===== config.mk =====
export PLATFORM = sky130hd
export DESIGN_NAME = pong_match_ctrl
export DESIGN_NICKNAME = d
export VERILOG_FILES = /design/src/rtl/pong_match_ctrl.sv
export SDC_FILE = /design/constraint.sdc
export NUM_CORES = 1
export LEC_CHECK = 0
export BUFFER_PORTS_ARGS = -buffer_cell sky130_fd_sc_hd__clkbuf_2
export CAP_MARGIN = 15
export CORE_UTILIZATION = 40
export DETAILED_ROUTE_END_ITERATION = 10
export SKIP_LAST_GASP = 1
export SYNTH_ARGS = -nofsm -noshare
export SYNTH_HDL_FRONTEND = slang
export SYNTH_SLANG_ARGS = --single-unit

===== constraint.sdc =====
create_clock -name clk_100MHz -period 4.7 [get_ports clk_100MHz]
set_input_delay 0.94 -clock clk_100MHz [delete_from_list [all_inputs] [get_ports clk_100MHz]]
set_output_delay 0.94 -clock clk_100MHz [all_outputs]
set_load 0.1 [all_outputs]

===== src/rtl/pong_match_ctrl.sv =====
// Match sequencer for the Pong datapath.
// Owns the two score registers, the serve / post-point pause timing and the
// ball release control, and time-multiplexes the 7-seg display as "A - - B".
module pong_match_ctrl #(
  parameter int WIN_SCORE    = 9,
  parameter int PAUSE_CYCLES = 100_000_000,
  parameter int SCAN_DIV     = 100_000,
  parameter int CNT_W        = 27
) (
  input  logic       clk_100MHz,
  input  logic       reset_n,
  input  logic       start,
  input  logic       point_A,
  input  logic       point_B,
  output logic       ball_reset,
  output logic       ball_run,
  output logic [3:0] score_A,
  output logic [3:0] score_B,
  output logic [1:0] winner,
  output logic [2:0] state,
  output logic [3:0] an,
  output logic [3:0] digit_code
);

  // A one-clock scan divider still needs a 1-bit counter to stay legal.
  localparam int SCAN_W = (SCAN_DIV > 1) ? $clog2(SCAN_DIV) : 1;

  localparam logic [3:0]        WIN_VAL    = 4'(WIN_SCORE);
  localparam logic [CNT_W-1:0]  PAUSE_LAST = CNT_W'(PAUSE_CYCLES - 1);
  localparam logic [CNT_W-1:0]  CNT_ONE    = CNT_W'(1);
  localparam logic [SCAN_W-1:0] SCAN_LAST  = SCAN_W'(SCAN_DIV - 1);
  localparam logic [SCAN_W-1:0] SCAN_ONE   = SCAN_W'(1);

  localparam logic [3:0] CODE_DASH  = 4'hA;
  localparam logic [3:0] CODE_BLANK = 4'hF;

  typedef enum logic [2:0] {
    S_IDLE      = 3'd0,
    S_SERVE     = 3'd1,
    S_RALLY     = 3'd2,
    S_POINT     = 3'd3,
    S_GAME_OVER = 3'd4
  } state_t;

  state_t             state_reg;
  logic [CNT_W-1:0]   pause_cnt;
  logic               start_prev;
  logic               point_a_prev;
  logic               point_b_prev;
  logic [SCAN_W-1:0]  scan_cnt;
  logic [1:0]         digit_idx;

  logic start_ev;
  logic point_a_ev;
  logic point_b_ev;
  logic [3:0] score_a_inc;
  logic [3:0] score_b_inc;

  // Rising-edge events: a held-high input only counts on its first cycle.
  assign start_ev   = start   & ~start_prev;
  assign point_a_ev = point_A & ~point_a_prev;
  assign point_b_ev = point_B & ~point_b_prev;

  assign score_a_inc = score_A + 4'd1;
  assign score_b_inc = score_B + 4'd1;

  // Ball control is a pure decode of the current state.
  assign ball_reset = (state_reg == S_IDLE) || (state_reg == S_SERVE) ||
                      (state_reg == S_GAME_OVER);
  assign ball_run   = (state_reg == S_RALLY);
  assign state      = state_reg;

  // Match FSM: edge history, pause timing, scores and winner.
  always_ff @(posedge clk_100MHz or negedge reset_n) begin
    if (!reset_n) begin
      state_reg    <= S_IDLE;
      pause_cnt    <= '0;
      score_A      <= 4'd0;
      score_B      <= 4'd0;
      winner       <= 2'b00;
      start_prev   <= 1'b0;
      point_a_prev <= 1'b0;
      point_b_prev <= 1'b0;
    end else begin
      start_prev   <= start;
      point_a_prev <= point_A;
      point_b_prev <= point_B;
      case (state_reg)
        S_IDLE: begin
          if (start_ev) begin
            state_reg <= S_SERVE;
            pause_cnt <= '0;
          end
        end
        S_SERVE: begin
          if (pause_cnt == PAUSE_LAST) begin
            state_reg <= S_RALLY;
            pause_cnt <= '0;
          end else begin
            pause_cnt <= pause_cnt + CNT_ONE;
          end
        end
        S_RALLY: begin
          if (point_a_ev && point_b_ev) begin
            // Both sides claim the point: nobody scores, replay the serve.
            state_reg <= S_SERVE;
            pause_cnt <= '0;
          end else if (point_a_ev) begin
            score_A   <= score_a_inc;
            pause_cnt <= '0;
            if (score_a_inc == WIN_VAL) begin
              state_reg <= S_GAME_OVER;
              winner    <= 2'b01;
            end else begin
              state_reg <= S_POINT;
            end
          end else if (point_b_ev) begin
            score_B   <= score_b_inc;
            pause_cnt <= '0;
            if (score_b_inc == WIN_VAL) begin
              state_reg <= S_GAME_OVER;
              winner    <= 2'b10;
            end else begin
              state_reg <= S_POINT;
            end
          end
        end
        S_POINT: begin
          if (pause_cnt == PAUSE_LAST) begin
            state_reg <= S_SERVE;
            pause_cnt <= '0;
          end else begin
            pause_cnt <= pause_cnt + CNT_ONE;
          end
        end
        S_GAME_OVER: begin
          if (start_ev) begin
            score_A   <= 4'd0;
            score_B   <= 4'd0;
            winner    <= 2'b00;
            state_reg <= S_SERVE;
            pause_cnt <= '0;
          end
        end
        default: begin
          state_reg <= S_IDLE;
          pause_cnt <= '0;
        end
      endcase
    end
  end

  // Free-running digit scan: dwell SCAN_DIV clocks on each of the 4 digits.
  always_ff @(posedge clk_100MHz or negedge reset_n) begin
    if (!reset_n) begin
      scan_cnt  <= '0;
      digit_idx <= 2'd0;
    end else if (scan_cnt == SCAN_LAST) begin
      scan_cnt  <= '0;
      digit_idx <= digit_idx + 2'd1;
    end else begin
      scan_cnt  <= scan_cnt + SCAN_ONE;
    end
  end

  // Anode select and digit code for the current scan slot; loser blanks at game over.
  always_comb begin
    an         = 4'b1110;
    digit_code = CODE_DASH;
    case (digit_idx)
      2'd0: begin
        an         = 4'b1110;
        digit_code = (state_reg == S_GAME_OVER && winner == 2'b01) ? CODE_BLANK : score_B;
      end
      2'd1: begin
        an         = 4'b1101;
        digit_code = CODE_DASH;
      end
      2'd2: begin
        an         = 4'b1011;
        digit_code = CODE_DASH;
      end
      default: begin
        an         = 4'b0111;
        digit_code = (state_reg == S_GAME_OVER && winner == 2'b10) ? CODE_BLANK : score_A;
      end
    endcase
  end

endmodule


==> impl_metrics.toml <==
[timing]
setup_violations = 0
clock.fmax_ghz = 0.287
tightestPinTransition_ps = 1080
finalHoldViolations = 0
slew_violations = 0
worst_slack_ps = 1220
hold_ws_ps = 468
fin_crit_ps = 3480
rsz0062_at_grt = "false"
fin_worst_skew_ps = 10.0
post-route-period-util_pct = 74.1
setup_tns_ps = 0
max_slew_margin_pct = 27.6

[layout]
largest_reg_flops = 27
layout-drive-gt1-share_pct = 14.1
nNetsFinal = 414
antenna_cells = 0
max_flop_register = "pause_cnt"
largest_registers = "pause_cnt (27), scan_cnt (17)"
nFillCells = 764
fin_util_pct = 47.4
final_area_um2 = 3920
area_delta_synth_final_pct = 13.9

[yosys]
synth.avg_cell_area_um2 = 9.31
syn_area_um2 = 3440
yosys.area.top_type_share_pct = 45.1
synth_ff_type = "dfrtp_1"
syn_nets = 385
yosys-top-cells-area = "dfrtp_1, nor2_1, ha_1, xnor2_1, xor2_1"
synth-edff-count = 0
synthCells = 369
yosysSeqAreaShare_pct = 45.1
async_flop_share_pct = 100
synth_largest_area_cell = "dfrtp_1"
synth_warnings = 0
ys_seq_elements = 62
synth.distinct_cells = 50

[clock_tree]
cts_setup_buffers = 0
cts.sinks = 62
max-clock-path-buffers = 2
cts_buffers = 9
root_buffer = "clkbuf_8"
cts_resized = 0
insertion_delay_ps = 340
hold_buffers = 0
cts-htree-levels = 3
cts_tree = "done"
clkTransAtPathRegs_ps = 70

[route]
routed_wl_um = 7210
wl_per_cell_um = 14.2
vias = 2807
drt-initial-drc-count = 164
firstDrtPassIters = 4
viasPerCell = 5.53
drtAntennaViolNets = 0
drc = 0

[pwr]
switching_power_uw = 461
seqPwrFrac_pct = 43.9
p_comb_share_pct = 15.7
power_density_nw_per_um2 = 380
p_int_mw = 1.03
swShare_pct = 30.9
p_clk_share_pct = 40.4
p_leak_nw = 1.71
max-vdd-ir-drop_v = 0.000166

[grt]
grt-ovfl-total = 0
grt_pass1_vias = 2725
grt_max_degree = 34
grt_first_pass_wirelength_um = 12700
grt_antenna_before_repair = 0
grtUsageTotal_pct = 18.3

[run_status]
status = "finished, final reports clean"

[flow_run]
cap_viol_max_count = 0

[setup_path]
crit_type = "reg2out"
end_kind = "output port"
critical_path_required_ps = 3760
cp-start-kind = "register"
path_max_fanout = 9
worstPathArrival_ps = 2540

[die]
num_rows = 33
die_w_um = 94.7
core_um2 = 8260
io_pins = 28
start_util_pct = 41.6
die_y_um = 94.7
dieArea_um2 = 8970

[placement]
hpwl_um = 5060
place_congestion = 0.792
place_area_um2 = 3660
place_ws_ps = 1340
port_buffers = 27

[hold_path]
hold_class = "reg2reg"
==> synthesized netlist by cell type (all sizes together) (4+ instances only) <==
library cell   n
dfrtp         62
nor2          40
nand2         30
a21oi         22
o21ai         22
nand3         20
inv           15
xnor2         15
nand4         13
xor2          13
ha            11
nand2b         9
and3           7
a31oi          6
buf            5
clkbuf         5
nor2b          5
nor3           5
nor4           5
o22ai          5
or3            5
a22o           4
and2           4
and4           4
mux2i          4
nor4b          4
==> layout make-up <==
cell class | count | area [um2] | area share [%]
inverters | 15 | 58.8 | 1.50
clock buffers | 10 | 138 | 3.51
repair buffers | 28 | 143 | 3.64
multi-input cells | 282 | 1780 | 45.4
clock inverters | 6 | 116 | 2.97
flip-flops and latches | 62 | 1550 | 39.6
well taps | 105 | 131 | 3.35
==> layout by cell type (no fill, tap or decap), types with 3 or more instances in the layout <==
cell type | Yosys | routed
dfrtp_1 | 62 | 62
clkbuf_8 | 0 | 10
ha_1 | 11 | 11
nand3_1 | 20 | 20
nor3_1 | 5 | 5
xor2_1 | 13 | 13
nor2b_1 | 5 | 5
o22ai_1 | 5 | 5
and4_1 | 4 | 4
mux2_2 | 3 | 3
inv_1 | 14 | 14
nand2_1 | 30 | 30
nand2b_1 | 9 | 9
nor4_1 | 5 | 5
and2_1 | 4 | 4
and3_1 | 7 | 7
bufinv_16 | 0 | 3
nand4_1 | 13 | 13
clkbuf_2 | 0 | 27
a21oi_1 | 21 | 21
a31oi_1 | 6 | 5
or3_1 | 5 | 5
nor2_1 | 40 | 40
nor4b_1 | 4 | 4
o21ai_0 | 22 | 22
xnor2_1 | 15 | 15
a22o_1 | 4 | 4
mux2i_1 | 4 | 4
==> critical path, stage by stage (launching register included) <==
cell and delay (ps):
dfrtp_1 470, or3b_2 600, nor3b_1 350, o21ai_0 140
a21oi_1 170, clkbuf_2 470
==> metal layers <==
metal	routed length (um)	track usage (%)
met5	0	0
met4	90	6.19
met3	384	5.56
met2	3340	29.7
met1	3390	23.0
==> kinds of logic after synthesis <==
group,count (synthesis),synth area share [%]
buffers and inverters,25,3.31
adders and majority gates,11,4.00
DFF,62,45.1
and+or+nand+nor,165,25.7
muxes,7,2.15
AOI/OAI and AO/OA,71,12.6
xor gates and xnor gates,28,7.14
==> per-stage QoR <==
stage	power, mW	std cells
floorplan	0.837	369
detailed placement	0.897	492
CTS	1.51	508
finish	1.49	508
global route	1.57	508
global placement	0.892	492
==> power groups by stage <==
stage,Sequential [mW],Clock (mW),Combinational [mW]
floorplan,0.690,0,0.147
global placement,0.661,0,0.231
detailed placement,0.661,0,0.236
CTS,0.651,0.617,0.236
global route,0.664,0.646,0.257
finish,0.654,0.602,0.233
==> worst paths after layout <==
check	start	to	slack [ps]	depth (start not counted)
worst max-delay path	state[1]$_DFFE_PN0P_	digit_code[0]	1220	5
min in group asynchronous	reset_n	score_A[2]$_DFFE_PN0P_	640	1
worst max register to register	pause_cnt[19]$_DFFE_PN0P_	state[2]$_DFFE_PN0P_	1390	5
worst min register to register	pause_cnt[16]$_DFFE_PN0P_	pause_cnt[16]$_DFFE_PN0P_	470	1
worst min-delay path	pause_cnt[16]$_DFFE_PN0P_	pause_cnt[16]$_DFFE_PN0P_	470	1
max in group asynchronous	reset_n	pause_cnt[6]$_DFFE_PN0P_	3130	2
Power figures use the tool's default switching activity.
